## config.mk

```make
export PLATFORM = sky130hd
export DESIGN_NAME = backend_seq_ctrl
export DESIGN_NICKNAME = d
export VERILOG_FILES = /design/src/rtl/backend_seq_ctrl_pkg.sv /design/src/rtl/backend_mavg.sv /design/src/rtl/backend_seq_ctrl.sv
export SDC_FILE = /design/constraint.sdc
export NUM_CORES = 1
export LEC_CHECK = 0
export CAP_MARGIN = 20
export CORE_UTILIZATION = 25
export CTS_BUF_LIST = sky130_fd_sc_hd__clkbuf_4
export CTS_CLUSTER_SIZE = 28
export DETAILED_ROUTE_END_ITERATION = 7
export HOLD_SLACK_MARGIN = 0.03
export SLEW_MARGIN = 20
export SYNTH_ARGS = -nofsm -noshare
export SYNTH_HDL_FRONTEND = slang
export SYNTH_SLANG_ARGS = --single-unit
```

## constraint.sdc

```tcl
create_clock -name i_clk -period 7.2 [get_ports i_clk]
set_clock_uncertainty 0.05 [all_clocks]
set_input_delay 1.44 -clock i_clk [delete_from_list [all_inputs] [get_ports i_clk]]
set_output_delay 1.44 -clock i_clk [all_outputs]
set_load 0.02 [all_outputs]
```

## src/rtl/backend_seq_ctrl_pkg.sv

```systemverilog
// Shared definitions for the sensor front-end power-up sequencer.
// Holds the sequencer state encoding, frame layout and state-group helpers.
package backend_seq_ctrl_pkg;

    typedef enum logic [2:0] {
        ST_IDLE   = 3'd0,
        ST_CFG    = 3'd1,
        ST_EN_RO  = 3'd2,
        ST_WAIT1  = 3'd3,
        ST_IB_SET = 3'd4,
        ST_RESETS = 3'd5,
        ST_WAIT2  = 3'd6,
        ST_READY  = 3'd7
    } seq_state_t;

    // Even-parity bit sits at the LSB of every configuration frame.
    localparam int PARITY_POS = 0;

    function automatic logic seq_active(seq_state_t s);
        return !(s inside {ST_IDLE, ST_CFG});
    endfunction

    function automatic logic seq_released(seq_state_t s);
        return s inside {ST_RESETS, ST_WAIT2, ST_READY};
    endfunction

endpackage

```

## src/rtl/backend_mavg.sv

```systemverilog
// Moving average of the ADC samples over a circular buffer of 2**AVG_LOG2 entries.
// Input is registered first, so a sample reaches avg two clocks after it is taken.
module backend_mavg #(
    parameter int ADC_W    = 4,
    parameter int AVG_LOG2 = 2
) (
    input  logic             clk,
    input  logic             rst_n,
    input  logic [ADC_W-1:0] sample,
    output logic [ADC_W-1:0] avg
);

    localparam int DEPTH = 2 ** AVG_LOG2;
    localparam int SUM_W = ADC_W + AVG_LOG2;

    logic [ADC_W-1:0]    sample_q;
    logic [ADC_W-1:0]    buf_mem [DEPTH];
    logic [AVG_LOG2-1:0] wr_ptr;
    logic [SUM_W-1:0]    sum;

    // The running sum can never exceed DEPTH * max sample, so SUM_W bits never wrap.
    always_ff @(posedge clk or negedge rst_n) begin
        if (!rst_n) begin
            sample_q <= '0;
            wr_ptr   <= '0;
            sum      <= '0;
            avg      <= '0;
            for (int i = 0; i < DEPTH; i++) begin
                buf_mem[i] <= '0;
            end
        end else begin
            sample_q        <= sample;
            buf_mem[wr_ptr] <= sample_q;
            sum             <= sum + SUM_W'(sample_q) - SUM_W'(buf_mem[wr_ptr]);
            wr_ptr          <= wr_ptr + 1'b1;
            avg             <= ADC_W'(sum >> AVG_LOG2);
        end
    end

endmodule

```

## src/rtl/backend_seq_ctrl.sv

```systemverilog
// Power-up sequencer and bias controller for the sensor analog front-end.
//
//  state     | meaning
//  ----------+-----------------------------------------------------------
//  IDLE      | one cycle after reset
//  CFG       | waiting for the first parity-clean configuration frame
//  EN_RO     | ring oscillator enabled
//  WAIT1     | oscillator settle, WAIT_CYC cycles
//  IB_SET    | bias picked from the current average
//  RESETS    | amplifier and core released from reset
//  WAIT2     | front-end settle, WAIT_CYC cycles
//  READY     | terminal; bias tracks the average with hysteresis
module backend_seq_ctrl
    import backend_seq_ctrl_pkg::*;
#(
    parameter int ADC_W    = 4,
    parameter int AVG_LOG2 = 2,
    parameter int SER_W    = 8,
    parameter int GAIN_W   = 3,
    parameter int WAIT_CYC = 5,
    parameter int HI_TH    = 12,
    parameter int LO_TH    = 8,
    parameter int DIV_LOG2 = 2
) (
    input  logic              i_clk,
    input  logic              i_resetbALL,
    input  logic              i_sclk,
    input  logic              i_sdin,
    input  logic              i_restart,
    input  logic [ADC_W-1:0]  i_ADCout,
    output logic [GAIN_W-1:0] o_gain,
    output logic              o_cfg_err,
    output logic              o_enableRO,
    output logic              o_resetb_amp,
    output logic              o_resetb_core,
    output logic              o_Ibias_2x,
    output logic [ADC_W-1:0]  o_avg,
    output logic              o_ready,
    output logic              o_core_clk
);

    localparam int CNT_W  = $clog2(SER_W + 1);
    localparam int WAIT_W = $clog2(WAIT_CYC + 1);
    localparam logic [ADC_W-1:0] HI_LVL = ADC_W'(HI_TH);
    localparam logic [ADC_W-1:0] LO_LVL = ADC_W'(LO_TH);

    logic             sclk_s1, sclk_s2, sclk_d;
    logic             sdin_s1, sdin_s2;
    logic             sclk_rise;
    logic [SER_W-1:0] shreg;
    logic [CNT_W-1:0] bit_cnt;
    logic             frame_vld;
    logic             parity_calc;
    logic             frame_ok;
    logic             frame_bad;

    seq_state_t          state;
    seq_state_t          nxt;
    logic [WAIT_W-1:0]   wait_cnt;
    logic [DIV_LOG2-1:0] div;

    assign sclk_rise = sclk_s2 & ~sclk_d;

    // A frame is flagged on the edge its last bit lands; it is judged one cycle later.
    always_ff @(posedge i_clk or negedge i_resetbALL) begin
        if (!i_resetbALL) begin
            sclk_s1   <= 1'b0;
            sclk_s2   <= 1'b0;
            sclk_d    <= 1'b0;
            sdin_s1   <= 1'b0;
            sdin_s2   <= 1'b0;
            shreg     <= '0;
            bit_cnt   <= '0;
            frame_vld <= 1'b0;
        end else begin
            sclk_s1   <= i_sclk;
            sclk_s2   <= sclk_s1;
            sclk_d    <= sclk_s2;
            sdin_s1   <= i_sdin;
            sdin_s2   <= sdin_s1;
            frame_vld <= 1'b0;
            if (sclk_rise) begin
                shreg <= {shreg[SER_W-2:0], sdin_s2};
                if (bit_cnt == CNT_W'(SER_W - 1)) begin
                    bit_cnt   <= '0;
                    frame_vld <= 1'b1;
                end else begin
                    bit_cnt <= bit_cnt + 1'b1;
                end
            end
        end
    end

    assign parity_calc = ^shreg[SER_W-1:PARITY_POS+1];
    assign frame_ok    = frame_vld & (parity_calc == shreg[PARITY_POS]);
    assign frame_bad   = frame_vld & (parity_calc != shreg[PARITY_POS]);

    always_ff @(posedge i_clk or negedge i_resetbALL) begin
        if (!i_resetbALL) begin
            o_gain    <= '0;
            o_cfg_err <= 1'b0;
        end else begin
            o_cfg_err <= frame_bad;
            if (frame_ok) begin
                o_gain <= shreg[SER_W-1 -: GAIN_W];
            end
        end
    end

    backend_mavg #(
        .ADC_W    (ADC_W),
        .AVG_LOG2 (AVG_LOG2)
    ) u_mavg (
        .clk    (i_clk),
        .rst_n  (i_resetbALL),
        .sample (i_ADCout),
        .avg    (o_avg)
    );

    always_comb begin
        nxt = state;
        case (state)
            ST_IDLE:   nxt = ST_CFG;
            ST_CFG:    if (frame_ok) nxt = ST_EN_RO;
            ST_EN_RO:  nxt = ST_WAIT1;
            ST_WAIT1:  if (wait_cnt == '0) nxt = ST_IB_SET;
            ST_IB_SET: nxt = ST_RESETS;
            ST_RESETS: nxt = ST_WAIT2;
            ST_WAIT2:  if (wait_cnt == '0) nxt = ST_READY;
            ST_READY:  nxt = ST_READY;
            default:   nxt = ST_IDLE;
        endcase
        if (i_restart && seq_active(state)) begin
            nxt = ST_EN_RO;
        end
    end

    // Outputs are decoded from nxt so they switch on the same edge as the state.
    always_ff @(posedge i_clk or negedge i_resetbALL) begin
        if (!i_resetbALL) begin
            state         <= ST_IDLE;
            wait_cnt      <= '0;
            o_enableRO    <= 1'b0;
            o_resetb_amp  <= 1'b0;
            o_resetb_core <= 1'b0;
            o_ready       <= 1'b0;
            o_Ibias_2x    <= 1'b0;
        end else begin
            state         <= nxt;
            o_enableRO    <= seq_active(nxt);
            o_resetb_amp  <= seq_released(nxt);
            o_resetb_core <= seq_released(nxt);
            o_ready       <= (nxt == ST_READY);

            case (nxt)
                ST_WAIT1, ST_WAIT2: begin
                    if (state != nxt) begin
                        wait_cnt <= WAIT_W'(WAIT_CYC - 1);
                    end else begin
                        wait_cnt <= wait_cnt - 1'b1;
                    end
                end
                default: wait_cnt <= '0;
            endcase

            if (nxt == ST_IB_SET) begin
                o_Ibias_2x <= (o_avg > HI_LVL);
            end else if (nxt == ST_READY) begin
                if (o_avg < LO_LVL) begin
                    o_Ibias_2x <= 1'b0;
                end else if (o_avg > HI_LVL) begin
                    o_Ibias_2x <= 1'b1;
                end
            end
        end
    end

    always_ff @(posedge i_clk or negedge i_resetbALL) begin
        if (!i_resetbALL) begin
            div <= '0;
        end else begin
            div <= div + 1'b1;
        end
    end

    // 1x bias passes the system clock straight through once the core is out of reset.
    assign o_core_clk = o_Ibias_2x ? div[DIV_LOG2-1] : (seq_released(state) & i_clk);

endmodule

```

Word level (Yosys, flattened, before mapping)
Cells that the tools add are included.
Word-level totals
  register bits after elaboration: 66
  bits in latches: 0
  memory bits (writable): 0
  ROM bits: 0
  input bits: 9
  output and inout bits: 14
  word-level logic and storage cells: 95
  memories kept: 0
Cells by class
  add/sub/neg operators: 6
  multiply operators: 0
  div/mod/pow operators: 0
  $lt $le $gt $ge: 4
  equal/unequal tests: 17
  shifts and indexed selects: 0
  mux-type cells: 21
  bitwise logic cells: 6
  reductions and logical operators: 16
Operators by type and width (number)
  3-bit == test (second input constant): 8
  3-bit one-hot mux with 8 select lines: 1
  3-bit 2-to-1 mux: 6
  16-bit bitwise mux: 1
  4-bit 2-to-1 mux: 4
  3-bit by 2-bit == test with 1-bit output (second input constant): 3
  3-bit logical NOT: 3
  3-bit nonzero test: 3
  4-bit binary-select mux with 2-bit select: 1
  4-bit demux with 2-bit select: 1
  1-bit 2-to-1 mux: 7
  7-bit XOR reduction: 1
  6-bit by 4-bit adder with 6-bit output: 1
  3-bit by 1-bit == test with 1-bit output (second input constant): 2
  2-bit nonzero test: 3
  6-bit by 4-bit subtractor with 6-bit output: 1
  2-bit by 1-bit adder with 2-bit output (second input constant): 2
  4-bit by 1-bit adder with 4-bit output (second input constant): 1
  1-bit AND: 4
  4-bit by 3-bit == test with 1-bit output (second input constant): 1
  4-bit > comparator (second input constant): 1
  4-bit less-than comparator (second input constant): 1
  3-bit greater-or-equal comparator (second input constant): 1
  3-bit by 1-bit less-than comparator with 1-bit output (second input constant): 1
  other kinds (10): 12

Logic depth before layout (Yosys ltp)
  word-level depth: 9
  depth in mapped cells: 11
  depth with buffers taken out: 10

Cells and area by module
A second synthesis with hierarchy kept.
Unflattened totals
  cell total of the unflattened synthesis: 236
  area, all modules: 2909.0 um2
By module, submodules not included
  backend_mavg: times used 1, cells each 98, area each 1458.9 um2, sequential area each 800.8 um2
  backend_seq_ctrl: times used 1, cells each 138, area each 1450.1 um2, sequential area each 850.8 um2

==> reports/metrics.cfg <==
[sta]
tns_ns = 0
slew_viol_final = 0
slew_headroom_pct = 45.5
setup_violations = 0
worst_pin_slew_ns = 0.817
hold_viol = 0
grt_setup_unrepaired = false

[synth]
synth_enable_flop_cells = 0
ys_seq_area_share_pct = 57.0
ys_ff_latch = 66
synth_top_area_cell = dfrtp_1
netlist_instances = 238
ys_top_cells_by_area = dfrtp_1, mux2_2, ha_1, nand2_1, xnor2_1
synth_nets = 264
synthTopCellsByCount = dfrtp_1, nand2_1, inv_1
async_reset_ff_share_pct = 100
synth_area_sq_mm = 0.00290
yosysTopAreaCellShare_pct = 57.0
ys_warn_count = 0
yosysMostFrequentCell = dfrtp_1
syn_avg_cell_area_sq_um = 12.2
synth_cell_types = 34
synth_ff_type = dfrtp_1

[cells_and_area]
area_delta_synth_final_pct = 18.5
regArea_sq_mm = 0.00165
drive_gt1_share_pct = 17.2
finish.utilization_pct = 31.0
fill_cells = 1123
layout.nets = 295
n_antenna_cell = 0
multiInputGateArea_sq_mm = 0.00111

[floorplanning]
rows = 38
die-area_sq_mm = 0.0120
die_y_um = 110
core_area_sq_mm = 0.0111
die_w_um = 110
io_pins = 23
start_util_pct = 26.1

[global_routing]
overflow = 0
antenna_found_initial = 0
grt_pass1_wl_um = 7980
grt_usage_pct = 9.17
grt_pass1_vias = 1747
grt_max_degree = 67

[worst_setup_path]
crit_path_end = o_core_clk
reg2reg_to = u_mavg.sum[5]$_DFF_PN0_
worstSetupPathType = clock port to primary output
end_kind = primary output
startpoint = i_clk
critPathLaunchType = clock port
crit_path_max_fanout = 2
rr_worst_depth = 9
rrSetupSlack_ns = 4.23
r2r-start = u_mavg.wr_ptr[0]$_DFF_PN0_
crit_arrival_ns = 4.60
worstPathRequired_ns = 5.71

[cts]
clkTransAtPathRegs_ns = 0.12
cts_hold_buf = 0
postCtsResizedCells = 0
cts_tree = done
clkLatencyLatePin_ns = 0.52
cts_setup_buffers = 0

[routing]
avgRoutedWirePerCell_um = 11.1
routed_via_density = 4.21
drt_first_iter_violations = 35
drt-pass1-iter-count = 4
postRouteWirelength_um = 4610
drtAntennaViolNets = 0
drt_drc_violations_left = 0
num_vias = 1744

[power_and_ir_drop]
ir_drop_mv = 0.207
p_int_mw = 0.784
pwr-share-clk_pct = 23.4
powerDensity_mw_per_mm2 = 349
seq_power_share_pct = 43.3
power.total_mw = 1.20
p_comb_share_pct = 33.3
p_switching_mw = 0.413
p_leak_nw = 1.61
sw_frac_of_total_pct = 34.5

[placed_design]
place_hpwl_um = 3160
portBuffers = 22
place_congestion = 0.795

[worst_hold_path]
min-delay-path-class = register to register

[run_status]
status = completed

[job]
drv_cap = 0

[critical path, cell delays in order]
cell and delay, ns:
clkbuf_4 0.11, clkbuf_4 0.12, o211ai_1 0.10, o21ai_0 0.13
clkdlybuf4s50_1 0.54
[state kept, by name (all words and copies together), names as in the netlist, 2 cells and up]
name and count:
bit_cnt 4, div 2, o_gain 3, shreg 8
state 3, u_mavg.avg 4, u_mavg.buf_mem 16, u_mavg.sample_q 4
u_mavg.sum 6, u_mavg.wr_ptr 2, wait_cnt 3
[layout make-up]
class	count	share of cell area [%]
clock inverters	7	2.19
well taps	140	5.10
repair buffers	22	6.20
multi-input cells	138	32.4
clock buffers	13	2.92
inverters	28	3.06
flip-flops and latches	66	48.1
[cell usage in the layout (no fill, tap or decap), drive strengths merged, types with 3 or more instances in the layout]
cell type and count:
clkinv 4, nand2 37, or3 3, nand2b 3, nor2 10, inv 30
mux4 4, clkbuf 12, o21ai 4, fa 4, xnor2 13, mux2 19
a21oi 5, a21o 4, ha 13, dfrtp 66, clkdlybuf4s50 21
[how the worst min path moves through the flow]
stage / end / start / cells after the start / slack (ns)
final: sdin_s2$_DFF_PN0_ / sdin_s1$_DFF_PN0_ / 0 / 0.31
after global routing: sdin_s2$_DFF_PN0_ / sdin_s1$_DFF_PN0_ / 0 / 0.32
after detailed placement: sdin_s2$_DFF_PN0_ / sdin_s1$_DFF_PN0_ / 0 / 0.28
after CTS: sdin_s2$_DFF_PN0_ / sdin_s1$_DFF_PN0_ / 0 / 0.31
after global placement: sdin_s2$_DFF_PN0_ / sdin_s1$_DFF_PN0_ / 0 / 0.29
after floorplan: sclk_s2$_DFF_PN0_ / sclk_s1$_DFF_PN0_ / 0 / 0.28
[power by group through the flow]
stage / Sequential (mW) / Clock [mW] / Combinational, mW
2_1_floorplan: 0.527 / 0.00442 / 0.283
3_3_place_gp: 0.522 / 0.00782 / 0.390
3_5_place_dp: 0.526 / 0.00782 / 0.401
4_1_cts: 0.518 / 0.294 / 0.403
5_1_grt: 0.531 / 0.308 / 0.446
6_report: 0.519 / 0.280 / 0.398
[layer usage]
| metal | vias to the layer above | GRT usage (%) | part of all wire [%] |
|---|---|---|---|
| met5 | - | 0 | 0 |
| met4 | 0 | 4.57 | 0.91 |
| met3 | 7 | 5.16 | 6.3 |
| met2 | 44 | 13.6 | 47 |
| met1 | 853 | 10.6 | 46 |
| li1 | 840 | - | - |
[cells by family after synthesis]
kind of cell             Yosys count  synth area share (%)
XOR/XNOR                          15                  4.54
adder cells (fa/ha/maj)           18                  8.73
buffers and inverters             34                  4.58
AO/OA/AOI/OAI                     22                  5.23
flip-flops                        66                  57.0
multiplexers                      23                  10.9
AND/OR/NAND/NOR                   60                  9.03
[metrics by stage]
step	setup slack (ns)	hold slack, ns	instance area, sq um	cells
final	1.11	0.312	3430	414
after global routing	1.06	0.316	3430	414
after CTS	1.09	0.313	3430	414
after detailed placement	1.44	0.285	3270	395
after global placement	1.44	0.286	3270	395
after floorplan	1.81	0.281	2900	238
No activity file was read; power rests on OpenSTA's default activity.
